--- src/rtl/ray_packet_assembler_if.sv ---
// Bus bundle between the ray FIFO read port, the assembler and the traversal stage.
// master = assembler side, slave = FIFO/traversal side.
interface ray_packet_assembler_if #(
    parameter int WORDS_PER_RAY = 9,
    parameter int DATA_WIDTH    = 32
);
    logic                                iFifoEmpty;
    logic                                oFifoPop;
    logic [DATA_WIDTH-1:0]               iFifoData;
    logic                                oRayValid;
    logic                                iRayReady;
    logic [WORDS_PER_RAY*DATA_WIDTH-1:0] oRayData;

    modport master (
        input  iFifoEmpty, iFifoData, iRayReady,
        output oFifoPop, oRayValid, oRayData
    );

    modport slave (
        output iFifoEmpty, iFifoData, iRayReady,
        input  oFifoPop, oRayValid, oRayData
    );
endinterface

--- src/rtl/ray_packet_assembler.sv ---
// Pops ray-generator FIFO words and groups them into fixed-size ray packets,
// handing each complete packet to traversal over a valid/ready handshake.
module ray_packet_assembler #(
    parameter int WORDS_PER_RAY = 9,
    parameter int DATA_WIDTH    = 32
) (
    input  logic                  iClock,
    input  logic                  iReset,
    input  logic                  iEnable,
    input  logic                  iFlush,
    ray_packet_assembler_if.master bus,
    output logic [15:0]           oRayCount,
    output logic                  oBusy
);
    localparam logic [3:0] FULL = 4'(WORDS_PER_RAY);
    localparam logic [3:0] LAST = 4'(WORDS_PER_RAY - 1);

    typedef enum logic {S_FILL, S_OUT} state_t;

    state_t                              rState, nextState;
    logic [3:0]                          rIssued, rCaptured;
    logic                                rPopPending;
    logic                                rRayValid;
    logic [WORDS_PER_RAY*DATA_WIDTH-1:0] rData;
    logic                                pop, flushFill, capture, complete, handshake;

    // A flush in S_FILL also swallows the word returning from the previous pop.
    assign flushFill = iFlush & (rState == S_FILL);
    assign capture   = rPopPending & ~flushFill;
    assign complete  = capture & (rCaptured == LAST);
    assign handshake = rRayValid & bus.iRayReady;

    always_ff @(posedge iClock or posedge iReset) begin
        if (iReset) rState <= S_FILL;
        else        rState <= nextState;
    end

    always_comb begin
        nextState = rState;
        case (rState)
            S_FILL: if (complete)  nextState = S_OUT;
            S_OUT:  if (handshake) nextState = S_FILL;
            default: nextState = S_FILL;
        endcase
    end

    always_comb begin
        pop   = (rState == S_FILL) & iEnable & ~bus.iFifoEmpty & ~iFlush
              & (rIssued < FULL) & ~iReset;
        oBusy = (rIssued != 4'd0) | rPopPending | rRayValid;
    end

    always_ff @(posedge iClock or posedge iReset) begin
        if (iReset) begin
            rIssued     <= 4'd0;
            rCaptured   <= 4'd0;
            rPopPending <= 1'b0;
            rRayValid   <= 1'b0;
            oRayCount   <= 16'd0;
        end else begin
            rPopPending <= pop;
            if (handshake) begin
                rIssued   <= 4'd0;
                rCaptured <= 4'd0;
                rRayValid <= 1'b0;
                oRayCount <= oRayCount + 16'd1;
            end else if (flushFill) begin
                rIssued   <= 4'd0;
                rCaptured <= 4'd0;
            end else begin
                if (pop)      rIssued   <= rIssued + 4'd1;
                if (capture)  rCaptured <= rCaptured + 4'd1;
                if (complete) rRayValid <= 1'b1;
            end
        end
    end

    // Slots are only overwritten by captures; a flush leaves stale words in place.
    always_ff @(posedge iClock or posedge iReset) begin
        if (iReset) begin
            rData <= '0;
        end else begin
            for (int k = 0; k < WORDS_PER_RAY; k++) begin
                if (capture && (rCaptured == 4'(k)))
                    rData[k*DATA_WIDTH +: DATA_WIDTH] <= bus.iFifoData;
            end
        end
    end

    assign bus.oFifoPop  = pop;
    assign bus.oRayValid = rRayValid;
    assign bus.oRayData  = rData;
endmodule

--- src/flat_wrapper.sv ---
// flat-port wrapper written by rule: the top's interface ports become plain ports
module ray_packet_assembler_flat 
#(
    parameter int WORDS_PER_RAY = 9,
    parameter int DATA_WIDTH    = 32
)
  (iClock, iReset, iEnable, iFlush, oRayCount, oBusy, bus_iFifoEmpty, bus_iFifoData, bus_iRayReady, bus_oFifoPop, bus_oRayValid, bus_oRayData);
  ray_packet_assembler_if #(.WORDS_PER_RAY(WORDS_PER_RAY), .DATA_WIDTH(DATA_WIDTH)) bus_i ();
  input  logic iClock;
  input  logic iReset;
  input  logic iEnable;
  input  logic iFlush;
  output logic [15:0] oRayCount;
  output logic oBusy;
  input wire logic [$bits(bus_i.iFifoEmpty)-1:0] bus_iFifoEmpty;
  input wire logic [$bits(bus_i.iFifoData)-1:0] bus_iFifoData;
  input wire logic [$bits(bus_i.iRayReady)-1:0] bus_iRayReady;
  output wire logic [$bits(bus_i.oFifoPop)-1:0] bus_oFifoPop;
  output wire logic [$bits(bus_i.oRayValid)-1:0] bus_oRayValid;
  output wire logic [$bits(bus_i.oRayData)-1:0] bus_oRayData;
  assign bus_i.iFifoEmpty = bus_iFifoEmpty;
  assign bus_i.iFifoData = bus_iFifoData;
  assign bus_i.iRayReady = bus_iRayReady;
  assign bus_oFifoPop = bus_i.oFifoPop;
  assign bus_oRayValid = bus_i.oRayValid;
  assign bus_oRayData = bus_i.oRayData;
  ray_packet_assembler #(.WORDS_PER_RAY(WORDS_PER_RAY), .DATA_WIDTH(DATA_WIDTH)) u_core (.iClock(iClock), .iReset(iReset), .iEnable(iEnable), .iFlush(iFlush), .bus(bus_i), .oRayCount(oRayCount), .oBusy(oBusy));
endmodule
--- config.mk ---
export PLATFORM = sky130hd
export DESIGN_NAME = ray_packet_assembler_flat
export DESIGN_NICKNAME = d
export VERILOG_FILES = /design/src/rtl/ray_packet_assembler_if.sv /design/src/rtl/ray_packet_assembler.sv /design/src/flat_wrapper.sv
export SDC_FILE = /design/constraint.sdc
export NUM_CORES = 1
export LEC_CHECK = 0
export CAP_MARGIN = 20
export CORE_ASPECT_RATIO = 1.2
export CORE_MARGIN = 10
export CORE_UTILIZATION = 25
export DETAILED_ROUTE_END_ITERATION = 16
export PLACE_DENSITY = 0.57
export SLEW_MARGIN = 25
export SYNTH_ARGS = -nofsm -noshare
export SYNTH_HDL_FRONTEND = slang
export SYNTH_SLANG_ARGS = --single-unit
--- constraint.sdc ---
create_clock -name iClock -period 14.3 [get_ports iClock]
set_input_delay 2.86 -clock iClock [delete_from_list [all_inputs] [get_ports iClock]]
set_output_delay 2.86 -clock iClock [all_outputs]
set_load 0.005 [all_outputs]
==> flow_summary.json <==
{
  "route.met3.wl_mm": 2.76,
  "powerDensity_mw_per_mm2": 118,
  "post_cts_buffers": 0,
  "hold_viol": 0,
  "overflow": 0,
  "antenna_found_initial": 0,
  "wl_met1_mm": 14.9,
  "initial_core_util": 0.252,
  "clkPwrFrac": 0.431,
  "cp-end-kind": "output port",
  "crit_arrival_ns": 4.94,
  "dp_hpwl_mm": 26.7,
  "slew_viol_final": 0,
  "cp.required_ns": 11.44,
  "numCtsBuffers": 35,
  "ys_seq_elements": 315,
  "vias_per_cell": 4.27,
  "fin_skew_ns": 0.0237,
  "grt_max_degree": 119,
  "path_max_fanout": 6,
  "htreeDepth": 2,
  "swShare": 0.231,
  "finalPower_mw": 2.05,
  "hold_path.class": "reg -> reg",
  "startpoint_type": "input pin",
  "ant_nets": 0,
  "place_inst": 1691,
  "p_comb_frac": 0.100,
  "outcome": "finished clean",
  "gp_congestion": 0.740,
  "ir_drop_uv": 93.2,
  "die_area_mm2": 0.0574,
  "yosysSeqAreaShare": 0.654,
  "p_leak_nw": 8.09,
  "drive_gt1_frac": 0.333,
  "ys_types": 33,
  "max-slew-margin-rel": 0.354,
  "die_height_um": 261,
  "drc": 0,
  "fin_crit_sh": 0.545,
  "p_sw_uw": 474,
  "core_mm2": 0.0479,
  "port_buffers": 344,
  "placed_area_mm2": 0.0162,
  "grt_pass1_vias": 8078,
  "clk_latency_ns": 0.54,
  "cts_root_buf": "clkbuf_16",
  "grtUsageTotal": 0.129,
  "synthesis.nets": 780,
  "nets": 1145,
  "dr.first_iter.drc_count": 281,
  "area_growth_pct": 43.8,
  "cts.sinks": 315,
  "clkTransAtPathRegs_ns": 0.06,
  "syn_area_per_cell_um2": 16.4,
  "finalSetupTns_ns": 0,
  "wirelength_mm": 38.1,
  "syn_inst": 734,
  "dr.max_layer_used": "met4",
  "post_cts_resized": 0,
  "clockBufferDepth": 3,
  "fmax_ghz": 0.128,
  "pwr-share-seq": 0.469,
  "grt_pass1_wl_mm": 55.3,
  "stdcell_area_mm2": 0.0173,
  "met2_length_mm": 19.7,
  "vias": 7482,
  "fin_cells": 1753,
  "cts-hold-fix-buffers": 0,
  "nFillCells": 4625,
  "rsz0062_at_grt": "no",
  "path_class": "in -> out",
  "die_x_um": 220,
  "rows": 88,
  "syn_area_mm2": 0.0121,
  "yosys_warnings": 0,
  "worst_pin_slew_ns": 0.967,
  "internal-power_mw": 1.58,
  "drv_cap": 0,
  "num_antenna_cells": 0,
  "ioPinCount": 345,
  "cts_tree": "built",
  "firstDrtPassIters": 4,
  "min_period_ns": 7.80,
  "avgRoutedWirePerCell_um": 21.7,
  "setup_viol": 0
}
-- layer usage --
metal / track usage / vias to the layer above
met5: 0 / -
met4: 0.0375 / 0
met3: 0.0434 / 42
met2: 0.228 / 193
met1: 0.144 / 3917
li1: - / 3330
-- cell type report --
type,count,area (um2),area share
clock buffers,46,1020,0.0587
clock inverters,15,110,0.00635
inverters,8,37.5,0.00216
multi-input cells,381,3940,0.227
flip-flops and latches,315,7880,0.455
well taps,630,788,0.0455
repair buffers,358,3560,0.205
-- synth_stat cells --
library cell,instances,area [um2]
nor2_1,11,41.3
inv_1,8,30.0
o21ai_0,1,5.00
and4_1,1,8.76
xor2_1,8,70.1
xnor2_1,11,96.3
dfrtp_1,315,7880
mux2i_1,2,20.0
buf_4,4,30.0
nor3_1,3,15.0
nand2_1,17,63.8
and4b_1,2,20.0
a21oi_1,1,5.00
nand3_1,5,25.0
nand4_1,6,37.5
nor2b_1,1,6.26
or4b_4,1,13.8
ha_1,8,100
buf_2,16,80.1
a41oi_1,1,8.76
buf_6,9,101
a211oi_4,1,20.0
mux2_1,2,22.5
clkbuf_1,1,3.75
a31oi_1,1,6.26
mux2_2,287,3230
nand3b_1,1,7.51
nor4_1,3,18.8
nand2b_1,2,12.5
a21bo_2,1,10.0
nor4b_4,2,47.6
and3_1,1,6.26
or3_1,1,6.26
-- metrics by stage --
| step | hold WS [ns] | utilization | setup slack (ns) |
|---|---|---|---|
| 2_1_floorplan | 0.463 | - | 2.73 |
| 4_1_cts | 0.484 | 0.362 | 6.46 |
| 6_report | 0.486 | 0.362 | 6.50 |
| 5_1_grt | 0.496 | 0.362 | 6.41 |
| 3_3_place_gp | 0.465 | 0.338 | 6.46 |
| 3_5_place_dp | 0.475 | 0.338 | 6.46 |
-- cell usage in the layout (no fill, tap or decap), types with 2 or more instances in the layout --
cell type	instances
buf_4	13
clkbuf_16	35
clkbuf_8	10
clkdlybuf4s50_1	344
clkinv_2	11
dfrtp_1	315
ha_1	8
inv_1	7
mux2_1	2
mux2_2	287
mux2i_1	2
nand2_1	11
nand2_2	6
nand2b_1	2
nand3_1	5
nand4_1	6
nor2_1	11
nor3_1	3
nor4_1	3
nor4b_4	2
xnor2_1	11
xor2_1	8
-- state kept, by name, summed over array words and instances (netlist names) --
signal	count
u_core.bus.oRayData	288
u_core.bus.oRayValid	1
u_core.oRayCount	16
u_core.rCaptured	4
u_core.rIssued	4
u_core.rPopPending	1
u_core.rState	1
-- power by group through the flow --
| stage | clock network [mW] | registers [mW] | logic (mW) |
|---|---|---|---|
| 2_1_floorplan | 0 | 0.981 | 0.0591 |
| 3_3_place_gp | 0 | 0.977 | 0.210 |
| 3_5_place_dp | 0 | 0.979 | 0.211 |
| 4_1_cts | 0.919 | 0.963 | 0.212 |
| 5_1_grt | 0.955 | 0.969 | 0.221 |
| 6_report | 0.885 | 0.963 | 0.205 |
-- final timing paths --
check	startpoint	to	slack [ns]	cells past startpoint
min	u_core.oRayCount[15]$_DFFE_PP0P_	u_core.oRayCount[15]$_DFFE_PP0P_	0.49	1
max reg2reg	u_core.rCaptured[1]$_DFFE_PP0P_	u_core.bus.oRayData[172]$_DFFE_PP0P_	11.68	6
max in group asynchronous	iReset	u_core.bus.oRayData[209]$_DFFE_PP0P_	9.19	4
min reg2reg	u_core.oRayCount[15]$_DFFE_PP0P_	u_core.oRayCount[15]$_DFFE_PP0P_	0.49	1
max	iReset	bus_oFifoPop	6.50	4
min in group asynchronous	iReset	u_core.oRayCount[1]$_DFFE_PP0P_	2.94	2
-- critical path, stage by stage --
cell and delay (ns):
clkdlybuf4s50_1 0.51, or4b_4 0.56, a211oi_4 0.38, clkdlybuf4s50_1 0.63
-- logic make-up (layout without fill, tap and decap cells) --
group	after synthesis	in the layout	synth area share
buf+inv	38	427	0.0203
flops	315	315	0.654
simple gates	57	57	0.0274
mux	291	291	0.272
compound gates	6	6	0.00457
xor+xnor	19	19	0.0138
fa+ha+maj	8	8	0.00830
No activity file was read; power rests on OpenSTA's default activity.
